File: config.mk
export PLATFORM = sky130hd
export DESIGN_NAME = mc6502_memory_controller
export DESIGN_NICKNAME = d
export VERILOG_FILES = /design/src/rtl/mc6502_memory_controller_pkg.sv /design/src/rtl/mc6502_memory_controller_adder.sv /design/src/rtl/mc6502_memory_controller.sv
export SDC_FILE = /design/constraint.sdc
export NUM_CORES = 1
export LEC_CHECK = 0
export CAP_MARGIN = 20
export CORE_MARGIN = 8
export CORE_UTILIZATION = 40
export DETAILED_ROUTE_END_ITERATION = 16
export GPL_TIMING_DRIVEN = 0
export MAX_ROUTING_LAYER = met4
export PLACE_DENSITY = 0.67
export SETUP_SLACK_MARGIN = 0.02
export SYNTH_ARGS = -nofsm -noshare
export SYNTH_HDL_FRONTEND = slang
export SYNTH_HIERARCHICAL = 1
export SYNTH_SLANG_ARGS = --single-unit
export TNS_END_PERCENT = 1
File: constraint.sdc
create_clock -name clk -period 4 [get_ports clk]
set_clock_uncertainty 0.15 [all_clocks]
set_input_delay 0.4 -clock clk [delete_from_list [all_inputs] [get_ports clk]]
set_output_delay 0.4 -clock clk [all_outputs]
set_load 0.01 [all_outputs]
File: src/rtl/mc6502_memory_controller_pkg.sv
// Shared types for the 6502 memory controller: addressing modes, controller
// states and the kind of request currently being served.
package mc6502_memory_controller_pkg;

  typedef enum logic [2:0] {
    AM_ZP   = 3'd0,
    AM_ZPX  = 3'd1,
    AM_ZPY  = 3'd2,
    AM_ABS  = 3'd3,
    AM_ABSX = 3'd4,
    AM_ABSY = 3'd5,
    AM_INDX = 3'd6,
    AM_INDY = 3'd7
  } am_e;

  typedef enum logic [2:0] {
    MC_IDLE,
    MC_PTR_LO,
    MC_PTR_HI,
    MC_PTR_WAIT,
    MC_ACCESS,
    MC_RD_WAIT
  } mc_state_e;

  typedef enum logic [1:0] {
    REQ_FETCH,
    REQ_READ,
    REQ_WRITE,
    REQ_STORE
  } req_e;

  function automatic logic is_write_req(req_e k);
    return (k == REQ_WRITE) || (k == REQ_STORE);
  endfunction

endpackage

File: src/rtl/mc6502_memory_controller_adder.sv
// Address adder: 16-bit base plus 8-bit index, optionally wrapping the sum
// inside page 0 (used for zero-page indexing and pointer+1).
module mc6502_address_adder (
  input  logic [15:0] base,
  input  logic [7:0]  index,
  input  logic        zp_wrap,
  output logic [15:0] sum
);

  logic [7:0] lo_sum;

  always_comb begin
    lo_sum = base[7:0] + index;
    if (zp_wrap) begin
      sum = {8'h00, lo_sum};
    end else begin
      sum = base + {8'h00, index};
    end
  end

endmodule

File: src/rtl/mc6502_memory_controller.sv
// Bus-side stage of the 6502 core: fetches, effective-address generation,
// data reads/stores and RMW writeback over one synchronous-read memory port.
module mc6502_memory_controller
  import mc6502_memory_controller_pkg::*;
#(
  parameter bit ZP_WRAP = 1'b1
) (
  input  logic        clk,
  input  logic        rst_x,
  input  logic        id2mc_fetch,
  input  logic        id2mc_start,
  input  logic        id2mc_write,
  input  logic [2:0]  id2mc_mode,
  input  logic [7:0]  id2mc_lo,
  input  logic [7:0]  id2mc_hi,
  input  logic [7:0]  id2mc_wdata,
  output logic [7:0]  mc2id_data,
  output logic        mc2id_done,
  output logic        mc2id_busy,
  input  logic [7:0]  ec2mc_data,
  input  logic        ec2mc_store,
  input  logic [7:0]  rf2mc_pcl,
  input  logic [7:0]  rf2mc_pch,
  input  logic [7:0]  rf2mc_x,
  input  logic [7:0]  rf2mc_y,
  output logic [15:0] mem_adr,
  output logic [7:0]  mem_dout,
  input  logic [7:0]  mem_din,
  output logic        mem_rd,
  output logic        mem_we
);

  mc_state_e   state_q, state_d;
  req_e        kind_q, kind_d;
  logic [15:0] ea_q, ea_d;
  logic [15:0] pc_q, pc_d;
  logic [7:0]  lo_q, lo_d;
  logic [7:0]  hi_q, hi_d;
  logic [7:0]  wdata_q, wdata_d;
  logic [7:0]  ptr_q, ptr_d;
  logic [7:0]  idx_q, idx_d;

  am_e         mode;
  logic [15:0] ea_base, ea_sum, ptr_inc;
  logic [7:0]  ea_index;
  logic        ea_wrap;

  assign mode = am_e'(id2mc_mode);

  // One adder serves direct modes in IDLE and the INDY post-index in
  // PTR_WAIT, where the pointer high byte is still on mem_din.
  always_comb begin
    ea_base  = {8'h00, id2mc_lo};
    ea_index = '0;
    ea_wrap  = 1'b0;
    if (state_q == MC_PTR_WAIT) begin
      ea_base  = {mem_din, lo_q};
      ea_index = idx_q;
    end else begin
      unique case (mode)
        AM_ZPX:  begin ea_index = rf2mc_x; ea_wrap = ZP_WRAP; end
        AM_ZPY:  begin ea_index = rf2mc_y; ea_wrap = ZP_WRAP; end
        AM_ABS:  ea_base = {id2mc_hi, id2mc_lo};
        AM_ABSX: begin ea_base = {id2mc_hi, id2mc_lo}; ea_index = rf2mc_x; end
        AM_ABSY: begin ea_base = {id2mc_hi, id2mc_lo}; ea_index = rf2mc_y; end
        default: ;
      endcase
    end
  end

  mc6502_address_adder u_ea_adder (
    .base    (ea_base),
    .index   (ea_index),
    .zp_wrap (ea_wrap),
    .sum     (ea_sum)
  );

  mc6502_address_adder u_ptr_adder (
    .base    ({8'h00, ptr_q}),
    .index   (8'd1),
    .zp_wrap (ZP_WRAP),
    .sum     (ptr_inc)
  );

  always_comb begin
    state_d = state_q;
    kind_d  = kind_q;
    ea_d    = ea_q;
    pc_d    = pc_q;
    lo_d    = lo_q;
    hi_d    = hi_q;
    wdata_d = wdata_q;
    ptr_d   = ptr_q;
    idx_d   = idx_q;
    unique case (state_q)
      MC_IDLE: begin
        if (ec2mc_store) begin
          kind_d  = REQ_STORE;
          wdata_d = ec2mc_data;
          state_d = MC_ACCESS;
        end else if (id2mc_start) begin
          kind_d  = id2mc_write ? REQ_WRITE : REQ_READ;
          wdata_d = id2mc_wdata;
          // INDX is treated as INDY with a zero post-index.
          if (mode == AM_INDX) begin
            ptr_d   = id2mc_lo + rf2mc_x;
            idx_d   = '0;
            state_d = MC_PTR_LO;
          end else if (mode == AM_INDY) begin
            ptr_d   = id2mc_lo;
            idx_d   = rf2mc_y;
            state_d = MC_PTR_LO;
          end else begin
            ea_d    = ea_sum;
            state_d = MC_ACCESS;
          end
        end else if (id2mc_fetch) begin
          kind_d  = REQ_FETCH;
          pc_d    = {rf2mc_pch, rf2mc_pcl};
          state_d = MC_ACCESS;
        end
      end
      MC_PTR_LO:   state_d = MC_PTR_HI;
      MC_PTR_HI: begin
        lo_d    = mem_din;
        state_d = MC_PTR_WAIT;
      end
      MC_PTR_WAIT: begin
        hi_d    = mem_din;
        ea_d    = ea_sum;
        state_d = MC_ACCESS;
      end
      MC_ACCESS:   state_d = is_write_req(kind_q) ? MC_IDLE : MC_RD_WAIT;
      MC_RD_WAIT:  state_d = MC_IDLE;
      default:     state_d = MC_IDLE;
    endcase
  end

  always_comb begin
    mem_adr    = '0;
    mem_dout   = '0;
    mem_rd     = 1'b0;
    mem_we     = 1'b0;
    mc2id_done = 1'b0;
    mc2id_data = '0;
    mc2id_busy = (state_q != MC_IDLE);
    unique case (state_q)
      MC_PTR_LO: begin
        mem_adr = {8'h00, ptr_q};
        mem_rd  = 1'b1;
      end
      MC_PTR_HI: begin
        mem_adr = ptr_inc;
        mem_rd  = 1'b1;
      end
      MC_ACCESS: begin
        mem_adr = (kind_q == REQ_FETCH) ? pc_q : ea_q;
        if (is_write_req(kind_q)) begin
          mem_we     = 1'b1;
          mem_dout   = wdata_q;
          mc2id_done = 1'b1;
        end else begin
          mem_rd = 1'b1;
        end
      end
      MC_RD_WAIT: begin
        mc2id_done = 1'b1;
        mc2id_data = mem_din;
      end
      default: ;
    endcase
  end

  always_ff @(posedge clk or negedge rst_x) begin
    if (!rst_x) begin
      state_q <= MC_IDLE;
      kind_q  <= REQ_FETCH;
      ea_q    <= '0;
      pc_q    <= '0;
      lo_q    <= '0;
      hi_q    <= '0;
      wdata_q <= '0;
      ptr_q   <= '0;
      idx_q   <= '0;
    end else begin
      state_q <= state_d;
      kind_q  <= kind_d;
      ea_q    <= ea_d;
      pc_q    <= pc_d;
      lo_q    <= lo_d;
      hi_q    <= hi_d;
      wdata_q <= wdata_d;
      ptr_q   <= ptr_d;
      idx_q   <= idx_d;
    end
  end

endmodule

Yosys cells after proc, flatten, opt, wreduce, memory -nomap -nowiden
Cells that the tools add are included.

Add/subtract/negate cells: 4. Equal/unequal tests: 19. Multiplexer cells: 39. Bitwise gates (word level): 2. Reduce and logical (&&, ||, !) cells: 18.

Operators with widths (count): $mux W16 (8); $mux W8 (10); $pmux W16 S3 (1); $pmux W16 S2 (1); $eq A3 B3 Y1 const B (6); $mux W3 (6); $add A16 B8 Y16 (1); $add A8 B8 Y8 (2); $pmux W8 S2 (1); $pmux W3 S5 (1); $eq A3 B2 Y1 const B (4); $add A8 B1 Y8 const B (1); $mux W2 (4); $ne A2 B2 Y1 const B (4); $reduce_and A4 Y1 (2); $reduce_or A2 Y1 (4); $eq A3 B1 Y1 const B (2); $reduce_bool A2 Y1 (3); $reduce_bool A3 Y1 (2); $mux W1 (5); $reduce_and A5 Y1 (1); $eq A2 B2 Y1 const B (2); $ne A4 B4 Y1 const B (1); $pmux W1 S2 (2); other kinds (6) (8).

Register bits: 69. Input port bits: 81.

Depth between registers and ports, before layout
Word-level depth: 11. Depth in mapped cells: 17. Gate-level depth less buffers: 13.

Modules after synthesis
Netlist, hierarchy kept.

Modules (own cells, without submodules): mc6502_memory_controller (instances 1, cells each 459, area an instance 4229.1 µm², sequential area each 1726.7 µm²); mc6502_address_adder at u_ea_adder (instances 1, cells each 101, area an instance 716.9 µm², sequential area each 0.0 µm²); mc6502_address_adder at u_ptr_adder (instances 1, cells each 100, area an instance 688.2 µm², sequential area each 0.0 µm²).

Worst setup path after synthesis
No wires, ideal clock.

Path type: register to register. Start: register state_q[0]. End: register ea_q[12]. Setup time: 0.125 ns. Arrival time: 3.093 ns. Data required time: 3.725 ns. Setup slack: 0.631 ns. Cell stages (with the launch flop): 18. Period minus slack after synthesis: 3.369 ns. Cells stage by stage: dfrtp_1 -> buf_6 -> nor2b_1 -> buf_2 -> and2_1 -> buf_2 -> buf_1 -> nand2_1 -> nand2_1 -> ha_1 -> inv_1 -> fa_1 -> nor2b_2 -> o2111ai_2 -> nand3_1 -> nor3_1 -> a311o_1 -> mux2_4.

Word-level cells in the longest chain between the ends: 9. Elaborated cells between the ends (all ways): 18. Those cells by class: add/sub (1); eq/ne (5); mux (9); reduce/logical (3).

Ends and longest elaborated chain: start: declaration (line mc6502_memory_controller.sv:33) `mc_state_e state_q, state_d;`; start signal: assignment (line mc6502_memory_controller.sv:186) `state_q <= state_d;`; $eq A3 B2 Y1 * (line mc6502_memory_controller.sv:56) `if (state_q == MC_PTR_WAIT) begin`; $mux W16 * (line mc6502_memory_controller.sv:56); named net ea_base[0] (line mc6502_memory_controller.sv:44) `logic [15:0] ea_base, ea_sum, ptr_inc;`; $add A16 B8 Y16 * (line mc6502_memory_controller_adder.sv:17) `sum = base + {8'h00, index};`; $mux W16 * (line mc6502_memory_controller_adder.sv:14) `if (zp_wrap) begin`; $mux W16 (line mc6502_memory_controller.sv:109) `end else if (mode == AM_INDY) begin`; $mux W16 (line mc6502_memory_controller.sv:105) `if (mode == AM_INDX) begin`; $mux W16 (line mc6502_memory_controller.sv:101) `end else if (id2mc_start) begin`; $mux W16 (line mc6502_memory_controller.sv:97) `if (ec2mc_store) begin`; $pmux W16 S2 * (line mc6502_memory_controller.sv:95) `unique case (state_q)`; named net ea_d[12] (line mc6502_memory_controller.sv:35) `logic [15:0] ea_q, ea_d;`; end signal: assignment (line mc6502_memory_controller.sv:178) `ea_q <= '0;`; end signal: assignment (line mc6502_memory_controller.sv:188) `ea_q <= ea_d;`; end: declaration (line mc6502_memory_controller.sv:35).

Mark *: on every way through the listed nets, which the timed path passes. The rest lies on a longest branch. The select of a mux whose other input is x is not followed. A chain may end at the register's enable or synchronous reset.

Final worst setup path
Same ends and word-level chain as after synthesis.

==> results.json <==
{
  "avgRoutedWirePerCell_um": 16.73,
  "die_x_um": 134.7,
  "setup_ws_ns": 0.2296,
  "root_buffer": "clkbuf_16",
  "final.setup.tns_ns": 0,
  "post_cts_buffers": 0,
  "gp_congestion": 0.9204,
  "fillCellCount": 1277,
  "numClockSinks": 69,
  "worst_pin_slew_ns": 0.9187,
  "start_util_pct": 40.75,
  "drt_first_pass_iters": 5,
  "start_kind": "register",
  "htree_levels": 3,
  "gr-usage-all-layers_pct": 19.88,
  "wl_um": 17100,
  "clk_pin_slew_ns": 0.06,
  "drt_iter0_drc": 384,
  "placed_cell_area_um2": 7181,
  "clkPwrFrac_pct": 18.9,
  "post-place-ws_ns": 0.1099,
  "crit_fanout": 10,
  "avgSynthCellArea_um2": 8.537,
  "fmax_ghz": 0.2652,
  "grt_max_degree": 70,
  "synthCells": 660,
  "finalCriticalPeriod_ns": 3.770,
  "core-area_um2": 13830,
  "yosysWarnings": 6,
  "ctsLongestPathBuffers": 2,
  "ant_nets": 0,
  "grt_overflow": 0,
  "antenna_cells": 0,
  "ctsResizeCount": 0,
  "cts_tree": "built",
  "internal_power_w": 0.002629,
  "hold_buffers": 0,
  "cp_data_required_time_ns": 4.07,
  "cp_top_family": "simple AND/OR/NAND/NOR gates",
  "ys_seq_area_share_pct": 30.65,
  "syn2layout_area_growth_pct": 32.91,
  "power.total_w": 0.004346,
  "async_flop_share_pct": 100.0,
  "hold_viol": 0,
  "grt_first_pass_wirelength_um": 28120,
  "r2r_start": "state_q[0]",
  "ios": 117,
  "fin_crit_sh_pct": 94.26,
  "final_area_um2": 7488,
  "dieHeight_um": 134.7,
  "setup_viol": 0,
  "relSlewSlack_pct": 38.29,
  "max_cap_violations": 0,
  "final_cell_mix": "111 x clkdlybuf4s50_1, 98 x nand2_1, 69 x dfrtp_1, 60 x nor2_1, 56 x conb_1",
  "worstSetupStartpoint": "state_q[0]",
  "status": "complete, no violations",
  "final_common_cell": "clkdlybuf4s50_1",
  "p_sw_share_pct": 39.51,
  "dp_hpwl_um": 13780,
  "p_per_area_nw_per_um2": 580.4,
  "crit_slowest_cell": "fa_1",
  "p_sw_w": 0.001717,
  "synth_ff_type": "dfrtp_1",
  "insertion_delay_ns": 0.34,
  "critPathMaxStageDelay_ns": 0.41,
  "p_leak_nw": 3.260,
  "path_buf_inv": 5,
  "endpoint_kind": "register",
  "drive_above_1_share_pct": 12.71,
  "vias": 5386,
  "hold_path_class": "primary input to asynchronous set/reset pin",
  "ys_seq_elements": 69,
  "power_frac_comb_pct": 52.4,
  "synth-edff-count": 0,
  "avgViaCountPerCell": 5.270,
  "die_area_um2": 18140,
  "io_buffers": 112,
  "irDropWorstVdd_mv": 0.2653,
  "antenna_found_initial": 0,
  "first_global_vias": 5505,
  "drc": 0,
  "worstPathCellList": "buf_6 > nor2b_1 > buf_2 > and2_1 > buf_2 > clkbuf_2 > nand2_1 > nand2_1 > ha_1 > inv_1 > fa_1 > nor2b_2 > o2111ai_2 > nand3_1 > nor3_1 > a311o_1 > mux2_4",
  "crit_type": "register to register",
  "slew_viol_final": 0,
  "finalNetCount": 944,
  "rows": 43,
  "cts_buffers": 9,
  "ys_types": 70,
  "syn_area_um2": 5634,
  "cp_data_arrival_time_ns": 3.84,
  "p_seq_share_pct": 28.6,
  "rsz0062_at_grt": "true"
}
stage by stage:
stage	utilization [%]	hold slack [ns]	std cells
after CTS	54.14	0.07179	1022
after floorplan	-	-0.04559	714
after global placement	51.95	0.3011	1006
after detailed placement	51.93	0.3067	1006
after global routing	54.16	0.1010	1022
final	54.16	0.02680	1022
sequential cells by signal, indices dropped and copies added (netlist names):
| name | count |
|---|---|
| kind_q | 2 |
| idx_q | 8 |
| pc_q | 16 |
| state_q | 3 |
| ptr_q | 8 |
| lo_q | 8 |
| ea_q | 16 |
| wdata_q | 8 |
synthesized netlist by cell type, types with 4 or more instances:
cell type,instances,area (um2)
a211oi_1,4,30.03
a21o_1,4,30.03
a21oi_1,51,255.2
a221oi_1,8,70.07
a22o_1,8,70.07
a31oi_1,7,43.79
and2_1,10,62.56
and3_1,11,68.82
buf_2,11,55.05
buf_6,4,45.04
clkbuf_1,17,63.81
dfrtp_1,69,1727
ha_1,23,287.8
inv_1,21,78.83
mux2_2,35,394.1
mux2_4,12,180.2
mux2i_1,18,180.2
nand2_1,98,367.9
nand2b_1,6,37.54
nand3_1,21,105.1
nor2_1,60,225.2
nor2b_1,12,75.07
nor3_1,13,65.06
nor4_1,6,37.54
o21a_1,5,37.54
o21ai_0,37,185.2
o311ai_0,4,35.03
or3_1,4,25.02
xnor2_1,14,122.6
layout make-up:
class                      instances  area [um2]  area share, %
buffer                            36       201.4          2.690
timing repair buffer             112        1119          14.94
inverter                          21       78.83          1.053
multi-input combinational        588        3832          51.18
clock inverter                     7       80.08          1.069
sequential                        69        1727          23.06
tap                              180       225.2          3.008
clock buffer                       9       225.2          3.008
path summary, 6_finish.rpt:
kind                       endpoint  slack (ns)  cells after the start
max                        ea_q[12]        0.23                     17
min                        idx_q[4]        0.03                      1
max reg2reg                ea_q[12]        0.23                     17
min reg2reg                idx_q[3]        0.32                      2
max in group asynchronous  ea_q[11]        3.08                      1
min in group clk           idx_q[3]        0.32                      2
routing by layer:
metal	GRT usage (%)	wire (um)
met5	-	0
met4	6.675	357
met3	3.826	997
met2	31.30	7869
met1	25.10	7872
power groups by stage:
stage | clock network, W | registers [W] | logic [W]
2_1_floorplan | 0 | 0.00117 | 0.00152
3_3_place_gp | 0 | 0.00124 | 0.00221
3_5_place_dp | 0 | 0.00126 | 0.00225
4_1_cts | 0.000834 | 0.00125 | 0.00226
5_1_grt | 0.000867 | 0.00129 | 0.00252
6_report | 0.000822 | 0.00124 | 0.00228
cells by family (layout without fill, tap and decap cells):
kind of cell             count (synthesis)  count (layout)  synth area share [%]
AND/OR/NAND/NOR                        266             266                 23.70
AO/OA/AOI/OAI                          156             156                 17.99
flip-flops                              69              69                 30.65
multiplexers                            67              67                 13.79
buffers and inverters                   57             185                 4.930
adder cells (fa/ha/maj)                 26              26                 6.174
XOR/XNOR                                17              17                 2.643
other                                    2              56                0.1333
(Power assumes the default switching activity.)
